### config.mk
export PLATFORM = sky130hd
export DESIGN_NAME = zbt_port_arbiter
export DESIGN_NICKNAME = d
export VERILOG_FILES = /design/src/rtl/zbt_port_arbiter.sv
export SDC_FILE = /design/constraint.sdc
export NUM_CORES = 1
export LEC_CHECK = 0
export CAP_MARGIN = 20
export CORE_MARGIN = 4
export CORE_UTILIZATION = 43
export CTS_BUF_LIST = sky130_fd_sc_hd__clkbuf_8 sky130_fd_sc_hd__clkbuf_16
export DETAILED_ROUTE_END_ITERATION = 7
export GPL_ROUTABILITY_DRIVEN = 0
export PLACE_DENSITY = 0.66
export SYNTH_ARGS = -nofsm -noshare
export SYNTH_HDL_FRONTEND = slang
export SYNTH_SLANG_ARGS = --single-unit
### constraint.sdc
create_clock -name clk -period 9.09 [get_ports clk]
set_clock_uncertainty 0.05 [all_clocks]
set_input_delay 2.727 -clock clk [delete_from_list [all_inputs] [get_ports clk]]
set_output_delay 2.727 -clock clk [all_outputs]
set_load 0.02 [all_outputs]
### src/rtl/zbt_port_arbiter.sv
// ZBT SRAM port arbiter: display reads win every cycle, camera writes are buffered.
// Build option ZBT_ARB_DROPCNT_EN adds a saturating dropped-write counter.
module zbt_port_arbiter #(
  parameter int DEPTH = 8,
  parameter int AW    = 19,
  parameter int DW    = 36
) (
  input  logic          clk,
  input  logic          reset,
  input  logic          ntsc_we,
  input  logic [AW-1:0] ntsc_addr,
  input  logic [DW-1:0] ntsc_data,
  input  logic          disp_req,
  input  logic [AW-1:0] disp_addr,
  output logic [DW-1:0] disp_data,
  output logic          disp_valid,
  output logic          fifo_empty,
  output logic          overflow,
  output logic [15:0]   drop_count,
  output logic [AW-1:0] ram_addr,
  output logic          ram_we_b,
  output logic [DW-1:0] ram_data_out,
  output logic          ram_data_oe,
  input  logic [DW-1:0] ram_data_in
);

  localparam int PW = $clog2(DEPTH);
  localparam int CW = PW + 1;

  logic [AW-1:0] fa [DEPTH];
  logic [DW-1:0] fd [DEPTH];
  logic [PW-1:0] wr_ptr;
  logic [PW-1:0] rd_ptr;
  logic [CW-1:0] count;
  logic [CW-1:0] count_nx;
  logic          full;
  logic          pop;
  logic          push;
  logic          drop;
  logic          wd1_v;
  logic          wd2_v;
  logic [DW-1:0] wd1_d;
  logic [DW-1:0] wd2_d;
  logic [2:0]    rd_pipe;

  // Reads win; a write drains only when the bus is free and data is queued
  always_comb begin
    full     = (count == CW'(DEPTH));
    pop      = !disp_req && (count != '0);
    push     = ntsc_we && (!full || pop);
    drop     = ntsc_we && full && !pop;
    count_nx = count;
    unique case ({push, pop})
      2'b10:   count_nx = count + CW'(1);
      2'b01:   count_nx = count - CW'(1);
      default: count_nx = count;
    endcase
  end

  // FIFO storage; contents are qualified by the count and need no reset
  always_ff @(posedge clk) begin
    if (push) begin
      fa[wr_ptr] <= ntsc_addr;
      fd[wr_ptr] <= ntsc_data;
    end
  end

  // FIFO pointers, occupancy and status flags
  always_ff @(posedge clk) begin
    if (reset) begin
      wr_ptr     <= '0;
      rd_ptr     <= '0;
      count      <= '0;
      fifo_empty <= 1'b1;
      overflow   <= 1'b0;
    end else begin
      if (push) wr_ptr <= wr_ptr + PW'(1);
      if (pop)  rd_ptr <= rd_ptr + PW'(1);
      count      <= count_nx;
      fifo_empty <= (count_nx == '0);
      if (drop) overflow <= 1'b1;
    end
  end

  // Command slot on the ZBT pins; address holds when idle
  always_ff @(posedge clk) begin
    if (reset) begin
      ram_addr <= '0;
      ram_we_b <= 1'b1;
    end else if (disp_req) begin
      ram_addr <= disp_addr;
      ram_we_b <= 1'b1;
    end else if (pop) begin
      ram_addr <= fa[rd_ptr];
      ram_we_b <= 1'b0;
    end else begin
      ram_we_b <= 1'b1;
    end
  end

  // Write data trails its command by two cycles to hit the ZBT data slot
  always_ff @(posedge clk) begin
    if (reset) begin
      wd1_v        <= 1'b0;
      wd2_v        <= 1'b0;
      wd1_d        <= '0;
      wd2_d        <= '0;
      ram_data_oe  <= 1'b0;
      ram_data_out <= '0;
    end else begin
      wd1_v       <= pop;
      wd1_d       <= fd[rd_ptr];
      wd2_v       <= wd1_v;
      wd2_d       <= wd1_d;
      ram_data_oe <= wd2_v;
      if (wd2_v) ram_data_out <= wd2_d;
    end
  end

  // Read data is captured three edges after the request was accepted
  always_ff @(posedge clk) begin
    if (reset) begin
      rd_pipe    <= '0;
      disp_valid <= 1'b0;
      disp_data  <= '0;
    end else begin
      rd_pipe    <= {rd_pipe[1:0], disp_req};
      disp_valid <= rd_pipe[2];
      if (rd_pipe[2]) disp_data <= ram_data_in;
    end
  end

`ifdef ZBT_ARB_DROPCNT_EN
  logic [15:0] drop_q;

  // Saturating count of camera writes lost to a full FIFO
  always_ff @(posedge clk) begin
    if (reset) begin
      drop_q <= '0;
    end else if (drop && (drop_q != 16'hFFFF)) begin
      drop_q <= drop_q + 16'd1;
    end
  end

  assign drop_count = drop_q;
`else
  assign drop_count = '0;
`endif

endmodule

After elaboration in Yosys (flattened, before gate mapping)
Memories as Yosys holds them, arrays and structs flattened. A register that Yosys moved wholly into a read port is not among the register bits.
Cells that the tools add are included.

word-level totals
  word-level logic and storage cells = 44
  RAM bits = 440
  memories = 2
  flip-flop bits (word level) = 147

memory list
  name  words  bits a word  rd ports  clocked after memory_dff  write ports  RTL line  source
  fd    8      36           1         1                         1            31        logic [DW-1:0] fd [DEPTH];
  fa    8      19           1         1                         1            30        logic [AW-1:0] fa [DEPTH];

cells by class
  muxes and demuxes = 8
  eq/ne operators = 3
  add/sub/neg operators = 4
  reductions and logical operators = 12

operators by type and width
  cell                                                  number
  2-to-1 mux 19 bit                                     2
  one-hot mux 4 bit (2 select lines)                    1
  adder 3 x 1 -> 3 bit (second input constant)          2
  2-to-1 mux 3 bit                                      2
  adder 4 x 1 -> 4 bit (second input constant)          1
  equality test 4 bit (second input constant)           1
  logical AND 1 bit                                     4
  zero test 4 bit                                       1
  nonzero test 4 bit                                    1
  subtractor 4 x 1 -> 4 bit (second input constant)     1
  zero test 1 bit                                       3
  2-to-1 mux 1 bit                                      3
  equality test 2 x 1 -> 1 bit (second input constant)  1
  equality test 2 bit (second input constant)           1
  nonzero test 2 bit                                    1
  OR reduction 2 bit                                    1
  logical OR 1 bit                                      1

Logic depth before layout (Yosys ltp)
Gate-level depths: netlist of the first run.

  word-level depth = 7
  depth in mapped cells = 9

Worst setup path before layout of the first run
Ideal clock, no wire load.

  kind = in2reg
  start point = in ntsc_we
  end point = mem fa[0][0] (enable)
  stages = 5
  data arrival time = 7129 ps
  setup slack = 1375 ps
  data required time = 8504 ps
  path through = clkbuf_8 -> inv_1 -> a31oi_1 -> nand2b_1 -> nor3_1

on the way
  longest elaborated chain between the ends = 3

RTL lines
  item                                    RTL line  source
  start: declaration                      10        input logic ntsc_we,
  logical AND 1 bit                       50        push = ntsc_we && (!full || pop);
  2-to-1 mux 1 bit                        62        if (push) begin
  2-to-1 mux 1 bit (not written as such)  63        fa[wr_ptr] <= ntsc_addr;
  end: declaration                        30

No other way between the ends.

Worst setup path in the final report of the first run
  start point = in disp_req
  end point = mem fd[3][31] (enable)

on the way
  longest elaborated chain between the ends = 6

RTL lines
  item                                    RTL line  source
  start: declaration                      13        input logic disp_req,
  zero test 1 bit                         49        pop = !disp_req && (count != '0);
  logical AND 1 bit                       49
  logical OR 1 bit                        50
  logical AND 1 bit                       50
  2-to-1 mux 1 bit                        62
  2-to-1 mux 1 bit (not written as such)  64        fd[wr_ptr] <= ntsc_data;
  end: declaration                        31

No other way between the ends.

==> results of run 1 <==
## flip-flops by register name, indices dropped and copies added (netlist names), 3 cells and up, named ones only
register / cells
fd: 288
fa: 152
disp_data: 36
ram_data_out: 36
wd1_d: 36
wd2_d: 36
ram_addr: 19
count: 4
rd_pipe: 3
rd_ptr: 3
wr_ptr: 3
## per-layer routing
layer  vias to the layer above  part of all wire [%]  track usage, %
met1                      5967                    41           20.91
met4                         6                   2.2           4.556
li1                       5473                     -               -
met3                        74                   5.8           3.306
met5                         -                 0.098               0
met2                       331                    51           28.18
## where the power goes
part           switching, mW  total [mW]  internal [mW]
Clock                   1.06        2.56           1.50
Combinational          0.537        1.03          0.493
Sequential             0.103        3.30           3.19
## placed cells by master (no fill, tap or decap), types with 3 or more instances in the layout
| cell type | synthesis | routed |
|---|---|---|
| clkinv_2 | 0 | 10 |
| buf_6 | 1 | 3 |
| mux2i_1 | 166 | 166 |
| clkbuf_16 | 0 | 65 |
| edfxtp_1 | 440 | 440 |
| nor2_4 | 0 | 6 |
| clkdlybuf4s50_1 | 0 | 208 |
| nor3_1 | 23 | 21 |
| nor2b_1 | 84 | 84 |
| dfxtp_2 | 0 | 3 |
| nor2_1 | 128 | 122 |
| nand2_1 | 7 | 7 |
| nor3_2 | 1 | 3 |
| clkbuf_8 | 2 | 8 |
| a31oi_1 | 19 | 19 |
| bufinv_16 | 0 | 5 |
| xnor2_1 | 3 | 3 |
| a221oi_1 | 38 | 38 |
| nand3_1 | 3 | 3 |
| a21oi_1 | 6 | 6 |
| buf_4 | 18 | 20 |
| inv_1 | 3 | 13 |
| o21ai_0 | 3 | 3 |
| ha_1 | 3 | 3 |
| buf_12 | 0 | 3 |
| nand2b_1 | 6 | 6 |
| clkinv_1 | 0 | 10 |
| dfxtp_4 | 0 | 3 |
| a211oi_1 | 19 | 19 |
| conb_1 | 1 | 16 |
| mux4_2 | 72 | 72 |
| dfxtp_1 | 186 | 180 |
| xor2_1 | 3 | 3 |
## worst max-delay path, cell delays in order
cell and delay (ns):
clkdlybuf4s50_1 0.41, buf_4 0.28, a31oi_1 0.57, nand2_1 0.37, nor2_4 0.61, buf_12 0.26
buf_4 0.33
## cell families after synthesis
group,count (synthesis)
other cells,1
buf+inv,99
compound gates,89
simple gates,259
flops,626
xor+xnor,6
fa+ha+maj,3
mux,239
## per-stage QoR
stage	cells	setup WS, ns	hold WS [ns]	utilization (%)	cell area [um2]
floorplan	1337	1.376	0.3638	-	22820
global placement	2158	2.745	0.3682	48.66	25520
detailed placement	2162	2.756	0.3755	48.78	25580
CTS	2278	3.390	0.3866	52.78	27680
global route	2281	3.489	0.4025	52.92	27760
finish	2282	3.710	0.3793	52.93	27760
## layout make-up
class                           instances  share of cell area [%]
Inverter                                3                 0.04057
Multi-Input combinational cell        612                   19.64
Antenna cell                            1                0.009015
Clock inverter                         43                   1.307
Timing Repair Buffer                  236                   8.577
Tap cell                              688                   3.101
Sequential cell                       626                   61.07
Clock buffer                           73                   6.256
## final timing paths
check,startpoint,end,slack [ns]
min reg2reg,wd1_d[25]$_SDFF_PP0_,wd2_d[25]$_SDFF_PP0_,0.38
max reg2reg,count[0]$_SDFF_PP0_,fd[3][31]$_DFFE_PP_,5.88
min,wd1_d[25]$_SDFF_PP0_,wd2_d[25]$_SDFF_PP0_,0.38
max,disp_req,fd[3][31]$_DFFE_PP_,3.71
==> flow_summary.yaml, run 1 <==
yosys:
  synth_top_area_cell: "edfxtp_1"
  synth_top_area_share_pct: 58.04
  async_flop_share_pct: 0
  synth-seq-area-share_pct: 74.39
  ys_seq_elements: 626
  synth-simple-area-share_pct: 5.595
  synth_ff_type: "edfxtp_1"
  synth_fa_ha_area_share_pct: 0.1649
  synth_compound_gate_area_share_pct: 2.968
  synth.most_common_cell: "edfxtp_1"
  synth_xor_area_share_pct: 0.2308
  synth_cell_type_count: 38
  synthTopCellsByArea: "edfxtp_1 58%, dfxtp_1 16%, mux2i_1 7.3%, mux4_2 7.1%, nor2b_1 2.3%"
  syn_area_um2: 22770
  synth.avg_cell_area_um2: 17.22
  ys_warn_count: 0
  synth_top_family_by_area: "multiplexers"
  synthMuxAreaShare_pct: 14.49
  synth_cells: 1322
  ys_top_cells_by_count: "440 x edfxtp_1, 186 x dfxtp_1, 166 x mux2i_1"
  synth-edff-count: 440
setup_path:
  end_kind: "register"
  rr_worst_depth: 6
  crit_type: "input port to register"
  worst_ep_required_time_ns: 9.32
  cp-start-kind: "input port"
  cp.arrival_ns: 5.61
  crit_path_max_fanout: 51
power:
  vdd_drop_max_uv: 167.3
  power_density_nw_per_um2: 248.2
  leakagePower_nw: 8.933
  totalPowerFinal_mw: 6.890
detailed_routing:
  drt-initial-drc-count: 773
  num_vias: 11851
  wire_per_inst_um: 20.48
  drc_errors: 0
  drtAntennaViolNets: 0
  dr.pass1.iters: 5
  viasPerCell: 5.193
  drt-total-wl_mm: 46.75
floorplanning:
  die_y_um: 238.1
  io_pins: 226
  dieArea_um2: 56690
  start_util_pct: 43.41
  die_w_um: 238.1
  core_um2: 52450
  fp-row-count: 84
clock_network:
  htree_levels: 2
  cts_resized: 0
  cts.sinks: 626
  clock_latency_ns: 0.61
  ctsHoldBuffers: 0
  cts_tree: "built"
  cts-root-buf: "clkbuf_16"
  cts_setup_buffers: 0
  clockBufferDepth: 3
  cts-buffers-inserted: 61
  clk_pin_slew_ns: 0.07
timing:
  fmax_mhz: 185.9
  rsz0062_at_grt: "no"
  tightest_slew_ns: 1.022
  fin_crit_sh_pct: 59.18
  final_hold_viol_count: 0
  setup_viol: 0
  slew_headroom_pct: 31.89
  fin_setup_tns_ns: 0
  period_minus_slack_ns: 5.380
  maxSlewViolCount: 0
global_routing:
  grt_overflow: 0
  grt_pass1_vias: 12214
  grt_antenna_before_repair: 4
  grt_max_degree: 95
  gr-usage-all-layers_pct: 16.23
  grt_pass1_wl_mm: 72.14
hold_path:
  hold_depth: 1
  hp-class: "register to register"
placement:
  hpwl_mm: 28.07
  numPortBuffers: 209
layout:
  drive_gt1_share_pct: 13.43
  regArea_um2: 16950
  area_delta_synth_final_pct: 21.93
  fillers: 4142
  multi_input_area_um2: 5453
  final_net_count: 1657
status:
  status: "complete, no violations"
flow_run:
  cap_violations: 0
(Power assumes the default switching activity.)
==> inputs of run 2 (changes only) <==
--- a/config.mk
+++ b/config.mk
@@ -11,7 +11,7 @@
 export CTS_BUF_LIST = sky130_fd_sc_hd__clkbuf_8 sky130_fd_sc_hd__clkbuf_16
 export DETAILED_ROUTE_END_ITERATION = 7
 export GPL_ROUTABILITY_DRIVEN = 0
-export PLACE_DENSITY = 0.66
+export PLACE_DENSITY = 0.68
 export SYNTH_ARGS = -nofsm -noshare
 export SYNTH_HDL_FRONTEND = slang
 export SYNTH_SLANG_ARGS = --single-unit
==> constraint.sdc (replaced) <==
create_clock -name clk -period 4.59 [get_ports clk]
set_clock_uncertainty 0.05 [all_clocks]
set_input_delay 1.377 -clock clk [delete_from_list [all_inputs] [get_ports clk]]
set_output_delay 1.377 -clock clk [all_outputs]
set_load 0.02 [all_outputs]
==> run 2 against run 1 <==
Via count down 0.99%; critical path type unchanged; sequential power up 97%; combinational power up 100%; utilization down 0.050 points; setup slack worse by 2.4 ns; sequential share of layout area up 0.058 points; first-iteration DRC count down 3.6%; final area about the same; cell count about the same; register-to-register slack worse by 3.8 ns; largest power group unchanged; die area unchanged.
==> flow_summary.yaml, run 2 (synthesized netlist as in run 1, its figures left out) <==
clock_network:
  cts_resized: 0
  ctsHoldBuffers: 0
  cts.sinks: 626
  cts_setup_buffers: 0
  cts-root-buf: "clkbuf_16"
  htree_levels: 2
  clk_pin_slew_ns: 0.06
  clock_latency_ns: 0.61
  cts_tree: "built"
  cts-buffers-inserted: 58
  clockBufferDepth: 3
floorplanning:
  die_w_um: 238.1
  io_pins: 226
  dieArea_um2: 56690
  core_um2: 52450
  die_y_um: 238.1
  fp-row-count: 84
  start_util_pct: 43.41
detailed_routing:
  drt-initial-drc-count: 745
  drc_errors: 0
  wire_per_inst_um: 19.71
  drt-total-wl_mm: 44.99
  dr.pass1.iters: 4
  viasPerCell: 5.140
  num_vias: 11734
  drtAntennaViolNets: 0
layout:
  stdcell_count: 2283
  area_delta_synth_final_pct: 21.82
  largest_register: "fd"
  largest_reg_flops: 288
  final_common_cell: "edfxtp_1"
  drive_gt1_share_pct: 14.12
  final_net_count: 1662
  final_cell_mix: "440 x edfxtp_1, 208 x clkdlybuf4s50_1, 180 x dfxtp_1, 166 x mux2i_1, 122 x nor2_1"
  reg.largest.list: "fd (288), fa (152)"
power:
  leakagePower_nw: 8.890
  power_density_nw_per_um2: 483.1
  vdd_drop_max_uv: 282.5
status:
  status: "complete, no violations"
timing:
  tightest_slew_ns: 0.8037
  final_hold_viol_count: 0
  slew_headroom_pct: 46.42
  setup_viol: 0
  fmax_mhz: 309.1
  fin_crit_sh_pct: 70.49
  period_minus_slack_ns: 3.235
  maxSlewViolCount: 0
  setup_ws_ns: 1.355
  rsz0062_at_grt: "no"
setup_path:
  cp.arrival_ns: 3.42
  cp-start-kind: "input port"
  crit_type: "input port to register"
  crit_path_start: "ntsc_we"
  worst_ep_required_time_ns: 4.77
  reg2reg_from: "count[0]$_SDFF_PP0_"
  crit_path_max_fanout: 32
  end_kind: "register"
global_routing:
  met3_usage_pct: 3.560
  grtUsageMet1_pct: 20.49
  use_met2_pct: 26.54
  grt_pass1_vias: 12177
  grt_pass1_wl_mm: 69.85
  gr-usage-all-layers_pct: 15.64
  grt_max_degree: 95
  grt_antenna_before_repair: 2
  grt_overflow: 0
  top_usage_layer: "met2"
placement:
  dp.cells: 2170
  hpwl_mm: 27.70
  numPortBuffers: 209
  dp_slack_ns: 0.7555
flow_run:
  cap_violations: 0
hold_path:
  hp-start: "wd1_v$_SDFF_PP0_"
  hp-class: "register to register"
[run 2: area by class of cell]
cell class / count / area [um2]
Fill cell: 4069 / 24710
Sequential cell: 626 / 16950
Multi-Input combinational cell: 612 / 5465
Timing Repair Buffer: 244 / 2462
Clock buffer: 69 / 1625
Tap cell: 688 / 860.8
Clock inverter: 40 / 354.1
Inverter: 3 / 11.26
Antenna cell: 1 / 2.502
[run 2: per-stage QoR]
stage	total power [mW]	TNS, ns	area (um2)	util [%]	hold WS [ns]
CTS	13.54	0	27660	52.73	0.3879
finish	13.40	0	27730	52.88	0.3826
floorplan	8.027	-91.86	22830	-	0.3638
global placement	8.639	0	25660	48.92	0.3729
global route	13.99	0	27730	52.87	0.4005
detailed placement	8.683	0	25680	48.96	0.3731
[run 2: per-layer routing]
metal  routed length (um)  part of all wire, %
met5                   13                0.029
met4                 1017                  2.3
met3                 2477                  5.5
met2                22460                   50
met1                19020                   42
[run 2: worst max-delay path, cell delays in order]
cell and delay (ns):
clkdlybuf4s50_1 0.69, inv_1 0.07, a31oi_1 0.17, buf_4 0.18, nand2b_1 0.24, nor2_4 0.19
buf_4 0.47
[run 2: report_power, final]
group          internal, mW  switching [mW]  leakage, nW
clock                  2.81            2.04        0.991
combinational          1.01            1.05         2.37
sequential             6.32           0.172         5.52
[run 2: final timing paths]
kind / end / slack, ns / cells after the start
hold / removal: wd2_v$_SDFF_PP0_ / 0.38 / 1
setup / recovery: fa[4][2]$_DFFE_PP_ / 1.35 / 7
setup reg to reg: fifo_empty$_SDFF_PP1_ / 2.06 / 9
hold reg to reg: wd2_v$_SDFF_PP0_ / 0.38 / 1
